[src/rtl/ext_sd_spi_master_pkg.sv]
// Shared types and constants for the SD-card SPI byte engine.
package ext_sd_pkg;

  typedef enum logic [1:0] {SPI_IDLE, SPI_LO, SPI_HI, SPI_DONE} spi_state_t;

  localparam logic [7:0] SPI_FILL_BYTE    = 8'hFF;
  localparam int         SPI_SLOW_DIV_DEF = 26;
  localparam int         SPI_FAST_DIV_DEF = 0;

  // Half-period counter width; at least one bit so a zero divider still builds.
  function automatic int div_w(input int d);
    return (d < 1) ? 1 : $clog2(d + 1);
  endfunction

endpackage

[src/rtl/ext_sd_spi_master_if.sv]
// Mapper-side request/response signals plus the physical SD SPI pins.
interface ext_sd_spi_master_if;
  logic       tx;
  logic       rx;
  logic [7:0] data_to_SD;
  logic       cs_req;
  logic       fast;
  logic [7:0] data_from_SD;
  logic       busy;
  logic       sd_sclk;
  logic       sd_mosi;
  logic       sd_miso;
  logic       sd_cs_n;

  modport master (
    output tx, rx, data_to_SD, cs_req, fast,
    input  data_from_SD, busy
  );

  modport slave (
    input  tx, rx, data_to_SD, cs_req, fast, sd_miso,
    output data_from_SD, busy, sd_sclk, sd_mosi, sd_cs_n
  );
endinterface

[src/rtl/ext_sd_spi_master_clkdiv.sv]
// Reloadable SCK half-period counter; o_tick marks the last cycle of a half-period.
module sd_spi_clkdiv #(
  parameter int W = 5
) (
  input  logic         clk,
  input  logic         reset_n,
  input  logic         i_clr,
  input  logic [W-1:0] i_div,
  output logic         o_tick
);

  logic [W-1:0] r_cnt;

  assign o_tick = (r_cnt == i_div);

  always_ff @(posedge clk or negedge reset_n) begin
    if (!reset_n)             r_cnt <= '0;
    else if (i_clr || o_tick) r_cnt <= '0;
    else                      r_cnt <= r_cnt + 1'b1;
  end

endmodule

[src/rtl/ext_sd_spi_master.sv]
// SPI mode-0 byte engine for the ESE-RAM mapper SD port, MSB first.
// Optional ESE_SD_BYTE_CNT_EN adds a wrapping 16-bit completed-byte counter output.
module ext_sd_spi_master
  import ext_sd_pkg::*;
#(
  parameter int SLOW_DIV = SPI_SLOW_DIV_DEF,
  parameter int FAST_DIV = SPI_FAST_DIV_DEF
) (
  input  logic                 clk,
  input  logic                 reset_n,
  ext_sd_spi_master_if.slave   bus
`ifdef ESE_SD_BYTE_CNT_EN
  ,
  output logic [15:0]          byte_cnt
`endif
);

  localparam int CW = div_w(SLOW_DIV);

  spi_state_t  r_state;
  logic [CW-1:0] r_div;
  logic [2:0]  r_bit_cnt;
  logic [6:0]  r_shreg;   // bits still to send; bit 7 lives in r_mosi
  logic [7:0]  r_rxreg;
  logic [7:0]  r_dout;
  logic        r_sclk, r_mosi, r_cs_n, r_busy;
  logic        w_tick;
  logic [7:0]  w_load;

  assign w_load = bus.tx ? bus.data_to_SD : SPI_FILL_BYTE;

  sd_spi_clkdiv #(.W(CW)) u_clkdiv (
    .clk     (clk),
    .reset_n (reset_n),
    .i_clr   (r_state == SPI_IDLE),
    .i_div   (r_div),
    .o_tick  (w_tick)
  );

`ifdef ESE_SD_BYTE_CNT_EN
  logic [15:0] r_byte_cnt;
  assign byte_cnt = r_byte_cnt;
  always_ff @(posedge clk or negedge reset_n) begin
    if (!reset_n)                  r_byte_cnt <= '0;
    else if (r_state == SPI_DONE)  r_byte_cnt <= r_byte_cnt + 16'd1;
  end
`endif

  always_ff @(posedge clk or negedge reset_n) begin
    if (!reset_n) begin
      r_state   <= SPI_IDLE;
      r_div     <= '0;
      r_bit_cnt <= '0;
      r_shreg   <= '0;
      r_rxreg   <= '0;
      r_dout    <= SPI_FILL_BYTE;
      r_sclk    <= 1'b0;
      r_mosi    <= 1'b1;
      r_cs_n    <= 1'b1;
      r_busy    <= 1'b0;
    end else begin
      // Card select is a free-running level; it never aborts a byte.
      r_cs_n <= ~bus.cs_req;
      case (r_state)
        SPI_IDLE: if (bus.tx || bus.rx) begin
          r_shreg   <= w_load[6:0];
          r_mosi    <= w_load[7];
          r_div     <= bus.fast ? CW'(FAST_DIV) : CW'(SLOW_DIV);
          r_bit_cnt <= '0;
          r_busy    <= 1'b1;
          r_state   <= SPI_LO;
        end
        SPI_LO: if (w_tick) begin
          r_sclk  <= 1'b1;
          r_rxreg <= {r_rxreg[6:0], bus.sd_miso};
          r_state <= SPI_HI;
        end
        SPI_HI: if (w_tick) begin
          r_sclk <= 1'b0;
          if (r_bit_cnt == 3'd7) begin
            r_state <= SPI_DONE;
          end else begin
            r_bit_cnt <= r_bit_cnt + 3'd1;
            r_mosi    <= r_shreg[6];
            r_shreg   <= {r_shreg[5:0], 1'b0};
            r_state   <= SPI_LO;
          end
        end
        SPI_DONE: begin
          r_dout  <= r_rxreg;
          r_busy  <= 1'b0;
          r_mosi  <= 1'b1;
          r_state <= SPI_IDLE;
        end
        default: r_state <= SPI_IDLE;
      endcase
    end
  end

  assign bus.data_from_SD = r_dout;
  assign bus.busy         = r_busy;
  assign bus.sd_sclk      = r_sclk;
  assign bus.sd_mosi      = r_mosi;
  assign bus.sd_cs_n      = r_cs_n;

endmodule

[src/flat_wrapper.sv]
// flat-port wrapper written by rule: the top's interface ports become plain ports
module ext_sd_spi_master_flat import ext_sd_pkg::*;
#(
  parameter int SLOW_DIV = SPI_SLOW_DIV_DEF,
  parameter int FAST_DIV = SPI_FAST_DIV_DEF
)
  (clk, reset_n, bus_tx, bus_rx, bus_data_to_SD, bus_cs_req, bus_fast, bus_sd_miso, bus_data_from_SD, bus_busy, bus_sd_sclk, bus_sd_mosi, bus_sd_cs_n);
  ext_sd_spi_master_if bus_i ();
  input  logic clk;
  input  logic reset_n;
  input wire logic [$bits(bus_i.tx)-1:0] bus_tx;
  input wire logic [$bits(bus_i.rx)-1:0] bus_rx;
  input wire logic [$bits(bus_i.data_to_SD)-1:0] bus_data_to_SD;
  input wire logic [$bits(bus_i.cs_req)-1:0] bus_cs_req;
  input wire logic [$bits(bus_i.fast)-1:0] bus_fast;
  input wire logic [$bits(bus_i.sd_miso)-1:0] bus_sd_miso;
  output wire logic [$bits(bus_i.data_from_SD)-1:0] bus_data_from_SD;
  output wire logic [$bits(bus_i.busy)-1:0] bus_busy;
  output wire logic [$bits(bus_i.sd_sclk)-1:0] bus_sd_sclk;
  output wire logic [$bits(bus_i.sd_mosi)-1:0] bus_sd_mosi;
  output wire logic [$bits(bus_i.sd_cs_n)-1:0] bus_sd_cs_n;
  assign bus_i.tx = bus_tx;
  assign bus_i.rx = bus_rx;
  assign bus_i.data_to_SD = bus_data_to_SD;
  assign bus_i.cs_req = bus_cs_req;
  assign bus_i.fast = bus_fast;
  assign bus_i.sd_miso = bus_sd_miso;
  assign bus_data_from_SD = bus_i.data_from_SD;
  assign bus_busy = bus_i.busy;
  assign bus_sd_sclk = bus_i.sd_sclk;
  assign bus_sd_mosi = bus_i.sd_mosi;
  assign bus_sd_cs_n = bus_i.sd_cs_n;
  ext_sd_spi_master #(.SLOW_DIV(SLOW_DIV), .FAST_DIV(FAST_DIV)) u_core (.clk(clk), .reset_n(reset_n), .bus(bus_i));
endmodule
[config.mk]
export PLATFORM = sky130hd
export DESIGN_NAME = ext_sd_spi_master_flat
export DESIGN_NICKNAME = d
export VERILOG_FILES = /design/src/rtl/ext_sd_spi_master_pkg.sv /design/src/rtl/ext_sd_spi_master_if.sv /design/src/rtl/ext_sd_spi_master_clkdiv.sv /design/src/rtl/ext_sd_spi_master.sv /design/src/flat_wrapper.sv
export SDC_FILE = /design/constraint.sdc
export NUM_CORES = 1
export LEC_CHECK = 0
export ABC_AREA = 1
export BUFFER_PORTS_ARGS = -buffer_cell sky130_fd_sc_hd__buf_2
export CORE_MARGIN = 1.5
export CORE_UTILIZATION = 50
export DETAILED_ROUTE_END_ITERATION = 16
export PLACE_DENSITY = 0.77
export SYNTH_ARGS = -nofsm -noshare
export SYNTH_HDL_FRONTEND = slang
export SYNTH_SLANG_ARGS = --single-unit
[constraint.sdc]
create_clock -name clk -period 1.48 [get_ports clk]
set_input_delay 0.074 -clock clk [delete_from_list [all_inputs] [get_ports clk]]
set_output_delay 0.074 -clock clk [all_outputs]
set_load 0.1 [all_outputs]
==> results.cfg <==
[layout]
area_growth_pct = 26.62
diodes = 0
num-fill-cells = 304
nNetsFinal = 261
design_area_um2 = 2243
drive_above_1_share_pct = 35.66
seq_area_um2 = 963.4
multiInputGateArea_um2 = 767.0

[timing]
hold_viol = 0
finClkSkew_ns = 0.01672
fmax_mhz = 692.8
rsz0062_at_grt = true
tightest_slew_ns = 0.4934
drv_slew = 0
tns_ns = 0
slew_headroom_pct = 67.34
finalCriticalPeriod_ns = 1.443
setup_viol_count_final = 0
post-route-period-util_pct = 97.53
holdWs_ns = 0.04741

[worst_setup_path]
timing.rr.start = u_core.r_bit_cnt[1]
crit_path_max_fanout = 5
required_ns = 1.72
critPathLaunch = u_core.r_bit_cnt[1]
critical_path_class = reg -> reg
startpoint_type = flop
end_kind = flop
cp_data_arrival_time_ns = 1.69

[logic_synthesis]
yosysSeqAreaShare_pct = 54.38
ys_top_cells_by_area = dfrtp_1 40%, dfstp_2 15%, nand2_1 13%, o21ai_0 5.1%, o21ai_2 4.4%
yosys.cell_count.top_type = nand2_1
yosysWarnings = 0
yosysTopAreaCell = dfrtp_1
synthCells = 196
netlist_area_um2 = 1772
syn_nets = 214
synth_top_area_share_pct = 39.55
avgSynthCellArea_um2 = 9.039
ys_ff_latch = 38
synthTopCellsByCount = 61 x nand2_1, 28 x dfrtp_1, 18 x o21ai_0, 17 x inv_1, 15 x nor2_1
async_flop_share_pct = 100.0
synth_ff_type = dfrtp_1
synth_edf_count = 0
yosys.cell_types.count = 26

[drt]
routed_via_density = 5.045
via_count = 1463
antenna_left = 0
drc = 0
avgRoutedWirePerCell_um = 12.20
drt_iter0_drc = 57
wl_um = 3537
dr.pass1.iters = 5

[power]
leakagePower_nw = 1.120
cellPowerDensity_nw_per_um2 = 2358
peakVddDrop_mv = 1.214

[global_route]
grt_util_all_layers_pct = 19.43
grt.overflow.total = 0
antenna_found_initial = 0
grt_first_pass_wirelength_um = 5871
grt_start_max_net_pins = 39
first_global_vias = 1319

[flow_run]
max_cap_violations = 0

[cts]
cts_buffer_depth = 2
cts_tree = built
numCtsBuffers = 5
cts.sinks = 38
ctsHtreeMaxLevel = 2
root_buffer = clkbuf_4
clock_latency_ns = 0.36
clk_pin_slew_ns = 0.12

[placement]
portBuffers = 26
place_area_um2 = 2036
dp_hpwl_um = 2394
gp_congestion = 0.7722

[status]
status = completed

[die]
die_w_um = 62.53
die-area_um2 = 3909
io_pins = 27
die_y_um = 62.53
rows = 21
start_util_pct = 52.68
core_area_um2 = 3363

[hold_path]
min_from = bus_rx
min_path_type = in -> reg
## cell type report
| type | count | area share, % |
|---|---|---|
| clock buffer | 7 | 2.454 |
| clock inverter | 1 | 1.339 |
| tap | 46 | 2.566 |
| multi-input combinational | 135 | 34.19 |
| sequential | 38 | 42.94 |
| inverter | 18 | 3.012 |
| timing repair buffer | 45 | 13.50 |
## per-stage QoR
step | utilization (%) | instances | worst slack, ns | total power, mW
after floorplan | - | 196 | 0.08978 | 3.839
final | 66.70 | 290 | 0.03654 | 5.289
after detailed placement | 60.53 | 275 | 0.02396 | 4.404
after CTS | 64.47 | 287 | 0.02718 | 5.174
after global routing | 66.70 | 290 | -0.05375 | 5.652
after global placement | 60.53 | 275 | 0.07436 | 4.343
## power breakdown
part	leakage [nW]	total, mW	switching [mW]	internal [mW]
Sequential	0.459	1.77	0.266	1.51
Combinational	0.616	2.78	1.97	0.804
Clock	0.0455	0.739	0.335	0.403
## cells by family (layout without fill, tap and decap cells)
group	count (synthesis)	count (layout)	synth area share [%]
and+or+nand+nor	99	100	25.64
DFF	38	38	54.38
AOI/OAI and AO/OA	28	28	9.817
buffers and inverters	24	71	5.932
adders and majority gates	3	3	2.119
xor gates and xnor gates	3	3	1.483
muxes	1	1	0.6355
## timing repair
item	4_1_cts	5_1_grt
gates resized for setup	1	14
endpoints found under the setup margin	3	13
hold endpoints to repair	41	0
setup buffers	0	2
pin swaps	0	9
gates cloned	0	1
hold buffers	4	0
## worst max-delay path: stages (launching register included)
cell and delay, ns:
dfrtp_1 0.41, ha_2 0.20, ha_4 0.16, a21oi_4 0.26
nand3_4 0.16, nand2_1 0.09, nand2_1 0.06
## per-layer routing
layer / track usage (%) / share of wire [%] / vias up
li1: - / - / 738
met1: 25.96 / 46 / 684
met3: 5.405 / 4.2 / 8
met2: 29.84 / 47 / 33
met5: 0 / 0 / -
met4: 8.333 / 2.4 / 0
## worst paths after layout
path                       cells after the start                  to  slack [ns]
max                                            6   u_core.r_shreg[2]        0.04
min                                            3     u_core.bus.busy        0.05
max reg2reg                                    6   u_core.r_shreg[2]        0.04
min reg2reg                                    2  u_core.bus.sd_mosi        0.47
max in group asynchronous                      3  u_core.bus.sd_mosi        1.01
min in group asynchronous                      3   u_core.r_rxreg[7]        0.20
## registers in the layout, indices dropped and copies added (netlist names), 2 cells and up
| register | cells |
|---|---|
| u_core.bus.data_from_SD | 8 |
| u_core.r_state | 2 |
| u_core.u_clkdiv.r_cnt | 5 |
| u_core.r_bit_cnt | 3 |
| u_core.r_shreg | 7 |
| u_core.r_rxreg | 8 |
## placed cells by master, fill, tap and decap left out, types with 2 or more instances in the layout
cell,synthesis,layout
inv_2,1,2
o21ai_2,9,9
nor2_1,15,15
nand2_1,61,55
dfstp_2,10,10
buf_4,1,12
dfrtp_1,28,28
nand2_2,0,6
nand3_2,1,2
clkbuf_4,0,5
inv_1,17,16
nand3_4,1,2
xor2_1,2,2
buf_2,3,26
o21ai_0,18,18
dlygate4sd3_1,0,4
buf_6,1,2
nand4_1,12,12
nand3_1,4,3
No activity file was read; power rests on OpenSTA's default activity.
